--- src/rtl/microwave_pkg.sv ---
// Shared definitions for the microwave oven controller: FSM state encodings,
// power/phase constants and small decode helpers.
package microwave_pkg;

  typedef enum logic [2:0] {
    StIdle  = 3'd0,
    StSet   = 3'd1,
    StCook  = 3'd2,
    StPause = 3'd3,
    StDone  = 3'd4
  } state_e;

  localparam int unsigned POWER_MAX = 10;
  localparam int unsigned PHASE_MOD = 10;
  localparam int unsigned DIGIT_W   = 4;
  localparam int unsigned NUM_KEYS  = 10;

  // Lowest set key index wins when several keys are down together.
  function automatic logic [DIGIT_W-1:0] key_encode(input logic [NUM_KEYS-1:0] keys);
    logic [DIGIT_W-1:0] idx;
    idx = '0;
    for (int i = NUM_KEYS - 1; i >= 0; i--) begin
      if (keys[i]) idx = DIGIT_W'(i);
    end
    return idx;
  endfunction

  // Power level 0 and out-of-range selections both mean full power.
  function automatic logic [DIGIT_W-1:0] power_clamp(input logic [DIGIT_W-1:0] sel);
    logic [DIGIT_W-1:0] p;
    p = sel;
    if (sel == '0 || 32'(sel) > POWER_MAX) p = DIGIT_W'(POWER_MAX);
    return p;
  endfunction

endpackage

--- src/rtl/btn_sync_edge.sv ---
// Two-flop synchroniser for an active-low push button followed by a
// falling-edge detector producing a single-cycle press pulse.
module btn_sync_edge (
  input  logic clk_i,
  input  logic rst_i,
  input  logic btn_ni,
  output logic fall_o
);

  logic sync1_q, sync2_q, prev_q;

  // Flops reset to the released (high) level so reset never looks like a press.
  always_ff @(posedge clk_i or posedge rst_i) begin
    if (rst_i) begin
      sync1_q <= 1'b1;
      sync2_q <= 1'b1;
      prev_q  <= 1'b1;
    end else begin
      sync1_q <= btn_ni;
      sync2_q <= sync1_q;
      prev_q  <= sync2_q;
    end
  end

  assign fall_o = prev_q & ~sync2_q;

endmodule

--- src/rtl/cook_sequencer.sv ---
// Microwave oven cook sequencer: keypad entry, start/stop/door handling,
// 1 Hz prescaler for the countdown timer and magnetron duty cycling.
// Optional feature: define DONE_BEEP_EN to run the prescaler in DONE and
// sound the beeper for BEEP_SECS seconds after the cook finishes.
module cook_sequencer
  import microwave_pkg::*;
#(
  parameter int unsigned CLK_HZ     = 50_000_000,
  parameter int unsigned MAX_DIGITS = 3,
  parameter int unsigned BEEP_SECS  = 3
) (
  input  logic         clock,
  input  logic         clear,
  input  logic [9:0]   keypad,
  input  logic         startn,
  input  logic         stopn,
  input  logic         door_closed,
  input  logic [3:0]   power_sel,
  input  logic         timer_zero,
  output logic         timer_load,
  output logic [3:0]   timer_digit,
  output logic         timer_clr,
  output logic         timer_en,
  output logic         tick_1hz,
  output logic         mag_on,
  output logic         done,
  output logic [2:0]   state,
  output logic         beep
);

`ifdef DONE_BEEP_EN
  localparam bit BeepEn = 1'b1;
`else
  localparam bit BeepEn = 1'b0;
`endif

  localparam int unsigned PreW  = (CLK_HZ > 1) ? $clog2(CLK_HZ) : 1;
  localparam int unsigned CntW  = (MAX_DIGITS > 0) ? $clog2(MAX_DIGITS + 1) : 1;
  localparam int unsigned BeepW = (BEEP_SECS > 0) ? $clog2(BEEP_SECS + 1) : 1;
  localparam logic [PreW-1:0]    PreMax   = PreW'(CLK_HZ - 1);
  localparam logic [CntW-1:0]    DigMax   = CntW'(MAX_DIGITS);
  localparam logic [BeepW-1:0]   BeepMax  = BeepW'(BEEP_SECS);
  localparam logic [DIGIT_W-1:0] PhaseTop = DIGIT_W'(PHASE_MOD - 1);

  state_e state_q, state_d;

  logic start_p, stop_p;
  logic [NUM_KEYS-1:0] key_s1_q, key_s2_q, key_prev_q;
  logic                key_new, digit_ok;
  logic [CntW-1:0]     digit_cnt_q, digit_cnt_d;
  logic [PreW-1:0]     presc_q, presc_d;
  logic                presc_run, presc_wrap, tick;
  logic [DIGIT_W-1:0]  phase_q, phase_d;
  logic [DIGIT_W-1:0]  power_q;
  logic [BeepW-1:0]    beep_cnt_q, beep_cnt_d;
  logic                clr_d, start_cook;
  logic                timer_load_q, timer_clr_q;
  logic [DIGIT_W-1:0]  timer_digit_q;

  btn_sync_edge u_start_sync (
    .clk_i  (clock),
    .rst_i  (clear),
    .btn_ni (startn),
    .fall_o (start_p)
  );

  btn_sync_edge u_stop_sync (
    .clk_i  (clock),
    .rst_i  (clear),
    .btn_ni (stopn),
    .fall_o (stop_p)
  );

  // Keypad synchroniser plus previous-sample register for press detection.
  always_ff @(posedge clock or posedge clear) begin
    if (clear) begin
      key_s1_q   <= '0;
      key_s2_q   <= '0;
      key_prev_q <= '0;
    end else begin
      key_s1_q   <= keypad;
      key_s2_q   <= key_s1_q;
      key_prev_q <= key_s2_q;
    end
  end

  assign key_new  = (key_s2_q != '0) && (key_prev_q == '0);
  // A stop in SET cancels the entry, so a digit landing in that cycle is dropped.
  assign digit_ok = key_new && (state_q == StIdle || state_q == StSet) &&
                    (digit_cnt_q < DigMax) && !stop_p;

  // Next-state logic; stop outranks start, timer_zero outranks everything in COOK.
  always_comb begin
    state_d    = state_q;
    clr_d      = 1'b0;
    start_cook = 1'b0;
    case (state_q)
      StIdle: begin
        if (digit_ok) state_d = StSet;
      end
      StSet: begin
        if (stop_p) begin
          state_d = StIdle;
          clr_d   = 1'b1;
        end else if (start_p && door_closed) begin
          state_d    = StCook;
          start_cook = 1'b1;
        end
      end
      StCook: begin
        if (timer_zero)                  state_d = StDone;
        else if (stop_p || !door_closed) state_d = StPause;
      end
      StPause: begin
        if (stop_p) begin
          state_d = StIdle;
          clr_d   = 1'b1;
        end else if (start_p && door_closed) begin
          state_d = StCook;
        end
      end
      StDone: begin
        if (stop_p || !door_closed || start_p) begin
          state_d = StIdle;
          clr_d   = 1'b1;
        end
      end
      default: state_d = StIdle;
    endcase
  end

  // Datapath next-state: digit count, prescaler, duty phase and beep count.
  always_comb begin
    digit_cnt_d = digit_cnt_q;
    if (state_d == StIdle)   digit_cnt_d = '0;
    else if (digit_ok)       digit_cnt_d = digit_cnt_q + CntW'(1);

    presc_run  = (state_q == StCook) || (BeepEn && state_q == StDone);
    presc_wrap = (presc_q == PreMax);
    tick       = presc_run && presc_wrap;
    presc_d    = '0;
    if (presc_run)                presc_d = presc_wrap ? '0 : presc_q + PreW'(1);
    else if (state_q == StPause)  presc_d = presc_q;

    phase_d = phase_q;
    if (start_cook)                          phase_d = '0;
    else if (tick && state_q == StCook)      phase_d = (phase_q == PhaseTop) ? '0 :
                                                       phase_q + DIGIT_W'(1);

    beep_cnt_d = '0;
    if (BeepEn && state_q == StDone) begin
      beep_cnt_d = beep_cnt_q;
      if (tick && beep_cnt_q < BeepMax) beep_cnt_d = beep_cnt_q + BeepW'(1);
    end
  end

  // State and datapath registers.
  always_ff @(posedge clock or posedge clear) begin
    if (clear) begin
      state_q     <= StIdle;
      digit_cnt_q <= '0;
      presc_q     <= '0;
      phase_q     <= '0;
      power_q     <= '0;
      beep_cnt_q  <= '0;
    end else begin
      state_q     <= state_d;
      digit_cnt_q <= digit_cnt_d;
      presc_q     <= presc_d;
      phase_q     <= phase_d;
      beep_cnt_q  <= beep_cnt_d;
      if (start_cook) power_q <= power_clamp(power_sel);
    end
  end

  // Registered timer strobes, one cycle behind the decision that caused them.
  always_ff @(posedge clock or posedge clear) begin
    if (clear) begin
      timer_load_q  <= 1'b0;
      timer_digit_q <= '0;
      timer_clr_q   <= 1'b0;
    end else begin
      timer_load_q <= digit_ok;
      timer_clr_q  <= clr_d;
      if (digit_ok) timer_digit_q <= key_encode(key_s2_q);
    end
  end

  assign timer_load  = timer_load_q;
  assign timer_digit = timer_digit_q;
  assign timer_clr   = timer_clr_q;
  assign timer_en    = (state_q == StCook);
  assign tick_1hz    = tick;
  // Door gates the magnetron combinationally so it drops the instant the door opens.
  assign mag_on      = (state_q == StCook) && door_closed && (phase_q < power_q);
  assign done        = (state_q == StDone);
  assign state       = state_q;
  assign beep        = BeepEn && (state_q == StDone) && (beep_cnt_q < BeepMax);

endmodule

--- config.mk ---
export PLATFORM = sky130hd
export DESIGN_NAME = cook_sequencer
export DESIGN_NICKNAME = d
export VERILOG_FILES = /design/src/rtl/microwave_pkg.sv /design/src/rtl/btn_sync_edge.sv /design/src/rtl/cook_sequencer.sv
export SDC_FILE = /design/constraint.sdc
export NUM_CORES = 1
export LEC_CHECK = 0
export ABC_AREA = 1
export CAP_MARGIN = 20
export CELL_PAD_IN_SITES_DETAIL_PLACEMENT = 1
export CELL_PAD_IN_SITES_GLOBAL_PLACEMENT = 1
export CORE_ASPECT_RATIO = 1.5
export CORE_MARGIN = 3
export CORE_UTILIZATION = 32
export DETAILED_ROUTE_END_ITERATION = 7
export GPL_ROUTABILITY_DRIVEN = 0
export PLACE_DENSITY_LB_ADDON = 0.1
export REMOVE_ABC_BUFFERS = 1
export SLEW_MARGIN = 20
export SYNTH_ARGS = -nofsm -noshare
export SYNTH_HDL_FRONTEND = slang
export SYNTH_SLANG_ARGS = --single-unit
--- constraint.sdc ---
create_clock -name clock -period 3.6 [get_ports clock]
set_clock_uncertainty 0.05 [all_clocks]
set_input_delay 0.54 -clock clock [delete_from_list [all_inputs] [get_ports clock]]
set_output_delay 0.54 -clock clock [all_outputs]
set_load 0.1 [all_outputs]
==> reports/metrics.yaml <==
path_class: "flop to primary output"
rows: 48
maxSlewHeadroom: 0.3528
grt.total_usage: 0.1671
overflow: 0
setup_slack_ns: 0.9002
portBuffers: 32
synth_top_area_share: 0.4832
drtAntennaViolNets: 0
syn_area_um2: 3884
rsz0062_at_grt: "no"
ctsLongestPathBuffers: 2
status: "completed"
fin_setup_tns_ns: 0
dp_slack_ns: 1.269
post_synth_num_cell_types: 34
min_path_type: "flop to flop"
initial_core_util: 0.3316
drt_iter0_markers: 91
clkTransAtPathRegs_ns: 0.06
die_w_um: 95.95
syn_avg_cell_area_um2: 7.942
drcViolationCount: 0
critPathLaunchType: "flop"
peakVddDrop_mv: 0.1919
antenna_found_initial: 0
postCtsSetupRepairBufs: 0
synth-seq-area-share: 0.5238
cts_tree: "yes"
fin_nets: 554
clock-sinks: 81
synth-seq-cells: 81
layout.cells.non_filler: 684
die-area_um2: 13520
synth_area_leaders: "dfrtp_1, nand2_1, nor2_1"
io_pins: 34
clkLatencyLatePin_ns: 0.34
mostFrequentLayoutCells: "nand2_1, dfrtp_1, nor2_1"
grt_pass1_vias: 3469
min_period_ns: 2.700
final_common_cell: "nand2_1"
synth_cells: 489
fp.dieH_um: 140.9
grt_pass1_wl_um: 17110
final_max_slew_viol_count: 0
drive_above_1_share: 0.08989
cp.arrival_ns: 2.11
post_cts_resize_count: 0
cts_buffers: 9
finalHoldViolCount: 0
power.leakage_nw: 2.218
grt_max_degree: 49
dp.cells: 668
ys_warn_count: 0
vias: 3294
h-tree-depth: 3
max_freq_ghz: 0.3704
detail_route.wl_per_cell_um: 15.09
viasPerCell: 4.816
routed_wl_um: 10320
reg2reg_slack_ns: 1.57
crit_required_ns: 3.01
root_buffer: "clkbuf_16"
cts_hold_buf: 0
worst_pin_slew_ns: 0.9678
fin_hold_ws_ns: 0.2934
n_antenna_cell: 0
areaGrowthSynthToFinish_pct: 21.68
post-route-period-util: 0.7499
drv_cap: 0
cp_max_fo: 7
core_area_um2: 11710
finalSetupViolCount: 0
fillerInstances: 1445
total_power_mw: 2.093
first_pass_iters: 4
dp_hpwl_um: 7635
synth_area_leader_cell: "dfrtp_1"
power.density_nw_per_um2: 442.9
worstSetupEndpointType: "primary output"
-- synthesized netlist by cell type --
master,count
nor3_1,2
nand4_1,14
buf_2,1
a22oi_1,1
o21ai_1,7
nor2_4,2
xor2_1,6
o21bai_1,1
nor2_1,68
buf_6,1
a21oi_1,3
clkinv_2,1
o21ai_0,15
dfrtp_1,75
nand2_2,1
nand3_1,38
inv_1,58
or2_2,3
xnor2_1,3
a21boi_0,1
o211ai_1,2
ha_1,5
buf_4,1
clkbuf_1,3
dfstp_2,6
o22ai_1,1
nor3_4,1
nand2_1,156
inv_2,4
nor2_2,3
nand3_2,3
conb_1,1
a32o_1,1
nand2_4,1
-- cells by family after synthesis --
group	after synthesis	synth area share
and+or+nand+nor	292	0.3225
DFF	81	0.5238
xor gates and xnor gates	9	0.02030
buffers and inverters	69	0.07023
other	1	0.0009656
AOI/OAI and AO/OA	32	0.04607
adders and majority gates	5	0.01611
-- registers in the layout, summed over array words and instances, names as in the netlist --
signal	flops
state	3
u_start_sync.sync1_q	1
power_q	4
u_stop_sync.sync1_q	1
presc_q	26
key_s1_q	10
timer_clr	1
timer_digit	4
digit_cnt_q	2
key_prev_q	10
timer_load	1
u_stop_sync.sync2_q	1
phase_q	4
u_start_sync.prev_q	1
key_s2_q	10
u_start_sync.sync2_q	1
u_stop_sync.prev_q	1
-- metrics by stage --
| step | util | cell area, µm² |
|---|---|---|
| after floorplan | - | 3849 |
| after global placement | 0.3753 | 4395 |
| after detailed placement | 0.3753 | 4395 |
| after CTS | 0.4035 | 4726 |
| after global routing | 0.4035 | 4726 |
| final | 0.4035 | 4726 |
-- final timing paths --
path | startpoint | end | cells after the start
max | presc_q[0] | tick_1hz | 8
min | key_s1_q[4] | key_s2_q[4] | 0
max reg2reg | state[2] | presc_q[6] | 5
min reg2reg | key_s1_q[4] | key_s2_q[4] | 0
max in group asynchronous | clear | u_start_sync.sync1_q | 3
min in group asynchronous | clear | presc_q[18] | 2
-- final cells by class --
type,instances,area [µm²],share of cell area
Clock buffer,12,256.5,0.05428
Clock inverter,4,73.82,0.01562
Sequential cell,81,2034,0.4305
Tap cell,150,187.7,0.03971
Inverter,63,239.0,0.05057
Timing Repair Buffer,35,357.8,0.07572
Multi-Input combinational cell,339,1577,0.3336
-- critical path: stages (launching register included) --
cell,delay [ns]
dfrtp_1,0.40
ha_1,0.23
nand2_2,0.10
nor2_4,0.20
nand3_2,0.12
nor2_4,0.16
nand3_2,0.14
clkinv_2,0.12
buf_4,0.29
-- report_power, final --
group | internal, mW | total (mW) | leakage [nW] | switching, mW
combinational | 0.0404 | 0.110 | 1.04 | 0.0699
clock | 0.647 | 1.02 | 0.163 | 0.376
sequential | 0.944 | 0.959 | 1.02 | 0.0149
-- metal layers --
metal / vias to the layer above / track usage / share of wire
met5: - / 0 / 0
met4: 0 / 0.07871 / 0.024
met3: 16 / 0.02456 / 0.029
met2: 44 / 0.2991 / 0.55
met1: 1623 / 0.1899 / 0.40
li1: 1611 / - / -
Note: power is estimated with default switching activity, not from simulation.
